`src/rtl/alu_pkg.sv`:
```
// alu_pkg: shared ALU widths and opcode encodings
package alu_pkg;
  localparam int ALU_WIDTH = 32;
  localparam int ALU_OPW = 3;
  localparam logic [2:0] ALU_AND  = 3'b000;
  localparam logic [2:0] ALU_OR   = 3'b001;
  localparam logic [2:0] ALU_ADD  = 3'b010;
  localparam logic [2:0] ALU_XOR  = 3'b011;
  localparam logic [2:0] ALU_NOR  = 3'b100;
  localparam logic [2:0] ALU_RSVD = 3'b101;
  localparam logic [2:0] ALU_SUB  = 3'b110;
  localparam logic [2:0] ALU_SLT  = 3'b111;
endpackage

```
`src/rtl/alu_issue_stage_if.sv`:
```
// alu_issue_stage_if: request, ALU and result ports of the issue stage
interface alu_issue_stage_if import alu_pkg::*; #(
  parameter int WIDTH = ALU_WIDTH,
  parameter int OPW = ALU_OPW
) ();
  logic in_valid, in_ready;
  logic [WIDTH-1:0] in_A, in_B;
  logic [OPW-1:0] in_op;
  logic [WIDTH-1:0] alu_A, alu_B, alu_R;
  logic [OPW-1:0] alu_op;
  logic out_valid, out_ready, out_zero, out_err;
  logic [WIDTH-1:0] out_R;
  modport master (
    output in_valid, in_A, in_B, in_op, alu_R, out_ready,
    input in_ready, alu_A, alu_B, alu_op, out_valid, out_R, out_zero, out_err
  );
  modport slave (
    input in_valid, in_A, in_B, in_op, alu_R, out_ready,
    output in_ready, alu_A, alu_B, alu_op, out_valid, out_R, out_zero, out_err
  );
endinterface

```
`src/rtl/alu_skid_reg.sv`:
```
// alu_skid_reg: one-entry skid buffer; o_ready is simply the registered empty flag
module alu_skid_reg #(
  parameter int W = 67
) (
  input  logic         clk,
  input  logic         rst_n,
  input  logic         i_valid,
  input  logic         i_drain,
  input  logic [W-1:0] i_data,
  output logic         o_ready,
  output logic         o_full,
  output logic [W-1:0] o_data
);
  logic r_full;
  logic [W-1:0] r_data;
  always_ff @(posedge clk) begin
    if (!rst_n) begin
      r_full <= 1'b0;
      r_data <= '0;
    end else if (i_valid) begin
      r_full <= 1'b1;
      r_data <= i_data;
    end else if (i_drain) begin
      r_full <= 1'b0;
    end
  end
  assign o_full = r_full;
  assign o_ready = !r_full;
  assign o_data = r_data;
endmodule

```
`src/rtl/alu_issue_stage.sv`:
```
// alu_issue_stage: skid -> issue (S1, drives ALU) -> result (S2) pipeline around an external ALU
module alu_issue_stage import alu_pkg::*; #(
  parameter int WIDTH = ALU_WIDTH,
  parameter int OPW = ALU_OPW
) (
  input logic clk,
  input logic rst_n,
  alu_issue_stage_if.slave bus
);
  localparam int PW = 2 * WIDTH + OPW;
  logic w_acc, w_s2_load, w_adv, w_s1_load, w_sk_full, w_sk_wr, w_sk_rd, w_sk_ready, w_rsvd;
  logic [PW-1:0] w_in_pkt, w_sk_pkt;
  logic r_s1_v, r_s2_v, r_s2_zero, r_s2_err;
  logic [WIDTH-1:0] r_s1_a, r_s1_b, r_s2_r;
  logic [OPW-1:0] r_s1_op;
  assign w_acc = bus.in_valid && w_sk_ready;
  assign w_s2_load = !r_s2_v || bus.out_ready;
  assign w_adv = r_s1_v && w_s2_load;
  assign w_s1_load = !r_s1_v || w_adv;
  // SK is only written when empty, so it only catches inputs S1 cannot take
  assign w_sk_wr = w_acc && !w_s1_load;
  assign w_sk_rd = w_s1_load && w_sk_full;
  assign w_in_pkt = {bus.in_op, bus.in_A, bus.in_B};
  assign w_rsvd = r_s1_op == OPW'(ALU_RSVD);
  alu_skid_reg #(.W(PW)) u_skid (
    .clk(clk),
    .rst_n(rst_n),
    .i_valid(w_sk_wr),
    .i_drain(w_sk_rd),
    .i_data(w_in_pkt),
    .o_ready(w_sk_ready),
    .o_full(w_sk_full),
    .o_data(w_sk_pkt)
  );
  // S1 payload is cleared when it empties so the ALU ports read zero
  always_ff @(posedge clk) begin
    if (!rst_n) begin
      r_s1_v <= 1'b0;
      {r_s1_op, r_s1_a, r_s1_b} <= '0;
    end else if (w_s1_load) begin
      r_s1_v <= w_sk_full || w_acc;
      {r_s1_op, r_s1_a, r_s1_b} <= w_sk_full ? w_sk_pkt : w_acc ? w_in_pkt : '0;
    end
  end
  always_ff @(posedge clk) begin
    if (!rst_n) begin
      r_s2_v <= 1'b0;
      r_s2_r <= '0;
      r_s2_zero <= 1'b0;
      r_s2_err <= 1'b0;
    end else if (w_s2_load) begin
      r_s2_v <= w_adv;
      if (w_adv) begin
        r_s2_r <= w_rsvd ? '0 : bus.alu_R;
        r_s2_zero <= w_rsvd || bus.alu_R == '0;
        r_s2_err <= w_rsvd;
      end
    end
  end
  assign bus.in_ready = w_sk_ready;
  assign bus.alu_A = r_s1_a;
  assign bus.alu_B = r_s1_b;
  assign bus.alu_op = r_s1_op;
  assign bus.out_valid = r_s2_v;
  assign bus.out_R = r_s2_r;
  assign bus.out_zero = r_s2_zero;
  assign bus.out_err = r_s2_err;
endmodule

```
`src/flat_wrapper.sv`:
```
// flat-port wrapper written by rule: the top's interface ports become plain ports
module alu_issue_stage_flat import alu_pkg::*;
#(
  parameter int WIDTH = ALU_WIDTH,
  parameter int OPW = ALU_OPW
)
  (clk, rst_n, bus_in_valid, bus_in_A, bus_in_B, bus_in_op, bus_alu_R, bus_out_ready, bus_in_ready, bus_alu_A, bus_alu_B, bus_alu_op, bus_out_valid, bus_out_R, bus_out_zero, bus_out_err);
  alu_issue_stage_if #(.WIDTH(WIDTH), .OPW(OPW)) bus_i ();
  input logic clk;
  input logic rst_n;
  input wire logic [$bits(bus_i.in_valid)-1:0] bus_in_valid;
  input wire logic [$bits(bus_i.in_A)-1:0] bus_in_A;
  input wire logic [$bits(bus_i.in_B)-1:0] bus_in_B;
  input wire logic [$bits(bus_i.in_op)-1:0] bus_in_op;
  input wire logic [$bits(bus_i.alu_R)-1:0] bus_alu_R;
  input wire logic [$bits(bus_i.out_ready)-1:0] bus_out_ready;
  output wire logic [$bits(bus_i.in_ready)-1:0] bus_in_ready;
  output wire logic [$bits(bus_i.alu_A)-1:0] bus_alu_A;
  output wire logic [$bits(bus_i.alu_B)-1:0] bus_alu_B;
  output wire logic [$bits(bus_i.alu_op)-1:0] bus_alu_op;
  output wire logic [$bits(bus_i.out_valid)-1:0] bus_out_valid;
  output wire logic [$bits(bus_i.out_R)-1:0] bus_out_R;
  output wire logic [$bits(bus_i.out_zero)-1:0] bus_out_zero;
  output wire logic [$bits(bus_i.out_err)-1:0] bus_out_err;
  assign bus_i.in_valid = bus_in_valid;
  assign bus_i.in_A = bus_in_A;
  assign bus_i.in_B = bus_in_B;
  assign bus_i.in_op = bus_in_op;
  assign bus_i.alu_R = bus_alu_R;
  assign bus_i.out_ready = bus_out_ready;
  assign bus_in_ready = bus_i.in_ready;
  assign bus_alu_A = bus_i.alu_A;
  assign bus_alu_B = bus_i.alu_B;
  assign bus_alu_op = bus_i.alu_op;
  assign bus_out_valid = bus_i.out_valid;
  assign bus_out_R = bus_i.out_R;
  assign bus_out_zero = bus_i.out_zero;
  assign bus_out_err = bus_i.out_err;
  alu_issue_stage #(.WIDTH(WIDTH), .OPW(OPW)) u_core (.clk(clk), .rst_n(rst_n), .bus(bus_i));
endmodule
```
`config.mk`:
```
export PLATFORM = sky130hd
export DESIGN_NAME = alu_issue_stage_flat
export DESIGN_NICKNAME = d
export VERILOG_FILES = /design/src/rtl/alu_pkg.sv /design/src/rtl/alu_issue_stage_if.sv /design/src/rtl/alu_skid_reg.sv /design/src/rtl/alu_issue_stage.sv /design/src/flat_wrapper.sv
export SDC_FILE = /design/constraint.sdc
export NUM_CORES = 1
export LEC_CHECK = 0
export BUFFER_PORTS_ARGS = -buffer_cell sky130_fd_sc_hd__buf_2
export CAP_MARGIN = 20
export CORE_MARGIN = 4
export CORE_UTILIZATION = 52
export CTS_CLUSTER_SIZE = 14
export DETAILED_ROUTE_END_ITERATION = 10
export PLACE_DENSITY = 0.8
export SKIP_LAST_GASP = 1
export SYNTH_ARGS = -nofsm -noshare
export SYNTH_HDL_FRONTEND = slang
export SYNTH_SLANG_ARGS = --single-unit
```
`constraint.sdc`:
```
create_clock -name clk -period 2.2 [get_ports clk]
set_clock_uncertainty 0.2 [all_clocks]
set_input_delay 0.11 -clock clk [delete_from_list [all_inputs] [get_ports clk]]
set_output_delay 0.11 -clock clk [all_outputs]
set_load 0.02 [all_outputs]
```
## After elaboration in Yosys (flattened, before gate mapping)

Index checks and enable logic that the tools add are counted.

| word-level totals | value |
|---|---|
| register bits | 171 |
| bits in latches | 0 |
| RAM bits | 0 |
| ROM bits | 0 |
| memories | 0 |

| operators by class | value |
|---|---|
| add/subtract/negate cells | 0 |
| $mul | 0 |
| divide/modulo/power cells | 0 |
| magnitude comparators | 0 |
| eq/ne operators | 1 |
| shifts and indexed selects | 0 |
| muxes and demuxes | 5 |
| bitwise operators | 0 |
| reduce and logical (&&, ||, !) cells | 15 |

Operators with widths:

| cell | number |
|---|---|
| $mux W67 | 2 |
| $logic_not A32 Y1 | 1 |
| $mux W32 | 1 |
| $logic_and A1 B1 Y1 | 4 |
| $logic_not A1 Y1 | 4 |
| $logic_or A1 B1 Y1 | 4 |
| $eq A3 B3 Y1 const B | 1 |
| $mux W1 | 2 |
| $reduce_and A2 Y1 | 1 |
| $reduce_bool A2 Y1 | 1 |

## Logic depth before layout (Yosys ltp)

| logic depth | value |
|---|---|
| depth after elaboration | 7 |
| gate-level depth with buffers | 7 |
| depth with buffers taken out | 4 |

## By module

From an unflattened synthesis, not the netlist that was laid out.

| second synthesis, totals | value |
|---|---|
| cells, all modules | 664 |
| area, all modules | 6982.9 um^2 |

Modules (own cells, without submodules):

| module | times used | cells each | area each (um^2) | seq. area each (um^2) |
|---|---|---|---|---|
| alu_issue_stage | 1 | 444 | 4394.2 | 2062.0 |
| alu_skid_reg | 1 | 220 | 2588.7 | 1361.3 |

## Worst setup path before layout

Ideal clock, no wire load.

| path | value |
|---|---|
| path type | reg2reg |
| from | register u_core.r_s2_v, in the netlist u_core.bus.out_valid |
| to | register u_core.r_s2_zero, in the netlist u_core.bus.out_zero |
| library setup time | 0.116 ns |
| arrival | 1.367 ns |
| path slack | 0.517 ns |
| cell stages (with the launch flop) | 6 |
| path buffers | 1 |
| cells stage by stage | dfxtp_1 -> and2b_1 -> a311oi_4 -> buf_4 -> o21ai_0 -> o211a_1 |

| on the way | value |
|---|---|
| longest elaborated chain between the ends | 4 |

Ends and longest elaborated chain:

| item | RTL line | source |
|---|---|---|
| start: declaration | alu_issue_stage.sv:13 | `logic r_s1_v, r_s2_v, r_s2_zero, r_s2_err;` |
| start signal: assignment | alu_issue_stage.sv:52 | `r_s2_v <= w_adv;` |
| $logic_not A1 Y1 (*) | alu_issue_stage.sv:17 | `assign w_s2_load = !r_s2_v \|\| bus.out_ready;` |
| $logic_or A1 B1 Y1 (*) | alu_issue_stage.sv:17 |  |
| $logic_and A1 B1 Y1 | alu_issue_stage.sv:18 | `assign w_adv = r_s1_v && w_s2_load;` |
| $reduce_and A2 Y1 (no line) (*) | - |  |
| end signal: assignment | alu_issue_stage.sv:49 | `r_s2_zero <= 1'b0;` |
| end signal: assignment | alu_issue_stage.sv:55 | `r_s2_zero <= w_rsvd \|\| bus.alu_R == '0;` |
| end: declaration | alu_issue_stage.sv:13 |  |

Mark *: on every way between the ends. The rest lies on a longest branch, timed or not.
A chain may end at the register's enable or synchronous reset.

## Worst setup path in the final report

| path | value |
|---|---|
| from | register u_core.r_s2_v, in the netlist u_core.bus.out_valid |
| to | register u_core.r_s2_r[25], in the netlist u_core.bus.out_R[25] |

| on the way | value |
|---|---|
| longest elaborated chain between the ends | 4 |

Ends and longest elaborated chain:

| item | RTL line | source |
|---|---|---|
| $logic_not A1 Y1 (*) | alu_issue_stage.sv:17 |  |
| $logic_or A1 B1 Y1 (*) | alu_issue_stage.sv:17 |  |
| $logic_and A1 B1 Y1 | alu_issue_stage.sv:18 |  |
| $reduce_and A2 Y1 (no line) (*) | - |  |
| end signal: assignment | alu_issue_stage.sv:54 | `r_s2_r <= w_rsvd ? '0 : bus.alu_R;` |
| end: declaration | alu_issue_stage.sv:14 | `logic [WIDTH-1:0] r_s1_a, r_s1_b, r_s2_r;` |

Marked as above.

==> results.tsv <==
stage	metric	value	unit
cts	root buffer selected by CTS	clkbuf_16	
power_and_ir_drop	pwr dens	696	nW/µm²
timing	final setup violation count	0	
logic_synthesis	top-count cell post-synth	nand2_1	
die	chip height	125	µm
route	vias	7055	
timing	min Tclk post-route	2140	ps
worst_setup_path	CP delay by family, top	buffers and inverters	
status	status	finished clean	
worst_setup_path	critical path, cell by cell	and2b_2, nand2b_1, buf_8, a22oi_1, nor2b_1, dlygate4sd3_1	
worst_setup_path	WP buf/inv	2	
worst_setup_path	Critical Path AT	2240	ps
timing	Max-slew headroom	0.673	
worst_setup_path	critical path's largest stage delay	580	ps
cts	Worst-Skew Late Latency	420	ps
cts	CTS tree	yes	
global_routing	largest net degree at the start of global routing	110	
logic_synthesis	Synth top area share	0.484	
timing	Tcrit/Tclk final	0.975	
worst_setup_path	Setup crit start kind	register	
route	1st-pass router iterations	5	
timing	Hold Violations, Final	0	
cts	clk buf depth	2	
logic_synthesis	Seq/Total Area, Yosys	0.484	
worst_setup_path	reg-to-reg endpoint	u_core.bus.out_R[25]	
global_routing	gr usage total	0.257	
layout	Layout Nets	1193	
worst_setup_path	CP max stage cell	dlygate4sd3_1	
logic_synthesis	Syn Area/Cell	8.75	µm²
route	residual DRC count	0	
cts	H-tree Lvls	4	
logic_synthesis	Synth Register Bits	171	
logic_synthesis	FFs w/ async S/R, synth	0	
logic_synthesis	post-synthesis adder-cell area fraction	0	
timing	worst slew pin tran	490	ps
logic_synthesis	xor and xnor area share after synthesis	0	
logic_synthesis	Cells after Synth	809	
die	Initial Util	0.532	
route	vias per cell	5.51	
global_routing	initial antenna violation count	2	
die	Core Area	13300	µm²
worst_setup_path	maximum fanout along the worst path	32	
route	Final ANT Viol Nets	0	
die	die width	125	µm
worst_setup_path	reg-to-reg startpoint	u_core.bus.out_valid	
worst_setup_path	Critical Path RT	2300	ps
logic_synthesis	Netlist Area Pre-Place	7080	µm²
logic_synthesis	post-synthesis mux area share	0	
logic_synthesis	number of synthesized flops with an enable pin	0	
job	Max Cap Violations	0	
power_and_ir_drop	Worst IR Drop VDD	0.000552	V
global_routing	first-pass GRT wire length	33200	µm
die	die area	15500	µm²
route	DR iter-0 viols	586	
logic_synthesis	distinct cell type count after synthesis	24	
timing	final worst setup slack	55.9	ps
logic_synthesis	Post-Synth Simple-Gate Area	0.188	
placement	pre-CTS WS	395	ps
timing	pins over their slew limit	0	
worst_setup_path	Reg2Reg Depth	6	
logic_synthesis	Syn. warnings	0	
min_path	worst-case hold path end point	u_core.bus.out_valid	
placement	Buffers on Ports	205	
logic_synthesis	synth cell count leaders	nand2_1, dfxtp_1, o211a_1	
logic_synthesis	largest cells by area after synthesis	dfxtp_1, nand2_1, o211a_1, o211ai_1, a21boi_0	
logic_synthesis	post-synthesis compound-gate area fraction	0.279	
placement	Detailed Place HPWL	11300	µm
route	wire per inst	16.3	µm
logic_synthesis	Synth area leader	dfxtp_1	
global_routing	total gr overflow	0	
logic_synthesis	Top FF cell, synth	dfxtp_1	
timing	fmax	0.466	GHz
global_routing	vias in the first global route	6607	
placement	RD Place Congestion	0.819	
die	Rows	42	
worst_setup_path	crit path capture type	register	
worst_setup_path	Worst Setup SP	u_core.bus.out_valid	
worst_setup_path	Setup CP Type	register to register	
cts	TritonCTS buffer count	17	
min_path	beginning of the worst hold path	bus_out_ready	
route	Post-Route WL	20900	µm
layout	area grow syn2layout	40.9	%
logic_synthesis	Post-Syn Nets	912	
min_path	Hold Path Cell Cnt	4	
logic_synthesis	main combinational cell family by area after synthesis	compound AO/OA/AOI/OAI gates	
min_path	Hold Crit Class	primary input to register	
timing	final hold slack	132	ps
cts	clock sinks	171	
layout	ratio of cells with drive above 1 in the final layout	0.237	
power_and_ir_drop	leakage power	4.54	nW
cts	Clock Pin Slew Worst Setup and Hold Paths	60	ps
worst_setup_path	R2R Setup Slk	60	ps
die	total I/O pin count	206	
## final cells by class
class	count	area, µm²
sequential	171	3430
fill	908	3320
multi-input combinational	558	3320
timing repair buffer	339	2430
clock buffer	20	457
tap	176	220
clock inverter	12	98.8
inverter	3	11.3
antenna	2	5.00
## stage by stage
step / power, mW / cells / setup TNS [ps] / instance area (µm²) / utilization
finish: 6.94 / 1281 / 0 / 9970 / 0.750
global placement: 3.98 / 1128 / 0 / 8200 / 0.617
detailed placement: 3.99 / 1128 / 0 / 8200 / 0.617
CTS: 6.93 / 1275 / 0 / 9910 / 0.745
floorplan: 3.71 / 809 / 0 / 7080 / -
global route: 7.19 / 1281 / -21.7 / 9970 / 0.750
## worst reg2reg max path, stage by stage, from the launching register on
cell and delay [ps]:
dfxtp_1 320, and2b_2 250, nand2b_1 180, buf_8 190, a22oi_1 260, nor2b_1 60
dlygate4sd3_1 580
## worst max-delay path by stage
stage	to	cells after the start
2_1_floorplan	u_core.bus.out_zero	5
3_3_place_gp	u_core.u_skid.o_data[56]	5
3_5_place_dp	u_core.u_skid.o_data[26]	5
4_1_cts	u_core.bus.out_R[24]	6
5_1_grt	u_core.bus.out_R[25]	6
6_report	u_core.bus.out_R[25]	6
## kinds of logic (layout without fill, tap and decap cells)
family,count (synthesis),count (layout)
flops,171,171
compound gates,239,239
buf+inv,80,374
other cells,0,2
simple gates,319,319
## sequential cells by signal, indices dropped and copies added (netlist names)
name,flops
u_core.r_s1_v,1
u_core.bus.out_valid,1
u_core.u_skid.o_data,67
u_core.bus.out_err,1
u_core.bus.out_zero,1
u_core.bus.out_R,32
u_core.u_skid.o_full,1
u_core.bus.alu_B,32
u_core.bus.alu_op,3
u_core.bus.alu_A,32
## metal layers
layer | global-route usage | wire (µm)
met4 | 0.0986 | 546
met3 | 0.0759 | 1640
met2 | 0.429 | 10300
met1 | 0.313 | 8470
met5 | 0 | 0
## cells in the final DEF, fill, tap and decap left out
cell,count
a21boi_0,60
a21boi_1,8
a22oi_1,31
a22oi_2,1
a311oi_4,1
and2b_2,1
buf_12,7
buf_2,204
buf_4,11
buf_8,1
bufinv_16,1
clkbuf_1,1
clkbuf_16,18
clkbuf_8,2
clkinv_2,6
clkinv_4,1
clkinvlp_4,4
dfxtp_1,169
dfxtp_2,1
dfxtp_4,1
diode_2,2
dlygate4sd3_1,115
inv_1,3
nand2_1,268
nand2b_1,1
nand3b_1,1
nand4_1,3
nor2_1,3
nor2b_1,32
nor3b_1,1
nor3b_4,1
nor4_1,8
o211a_1,68
o211ai_1,67
o21a_1,1
o21ai_0,2
## report_power, final
part           total, mW  internal, mW  switching, mW
Clock               2.81          1.61           1.20
Combinational      0.871         0.430          0.441
Sequential          3.26          3.19         0.0622
## timing repair
item	4_1_cts	5_1_grt
resized for setup	0	5
endpoints found under the hold margin	171	0
setup buffers	0	3
endpoints found under the setup margin	0	13
hold buffers	115	0
Power figures use the tool's default switching activity.
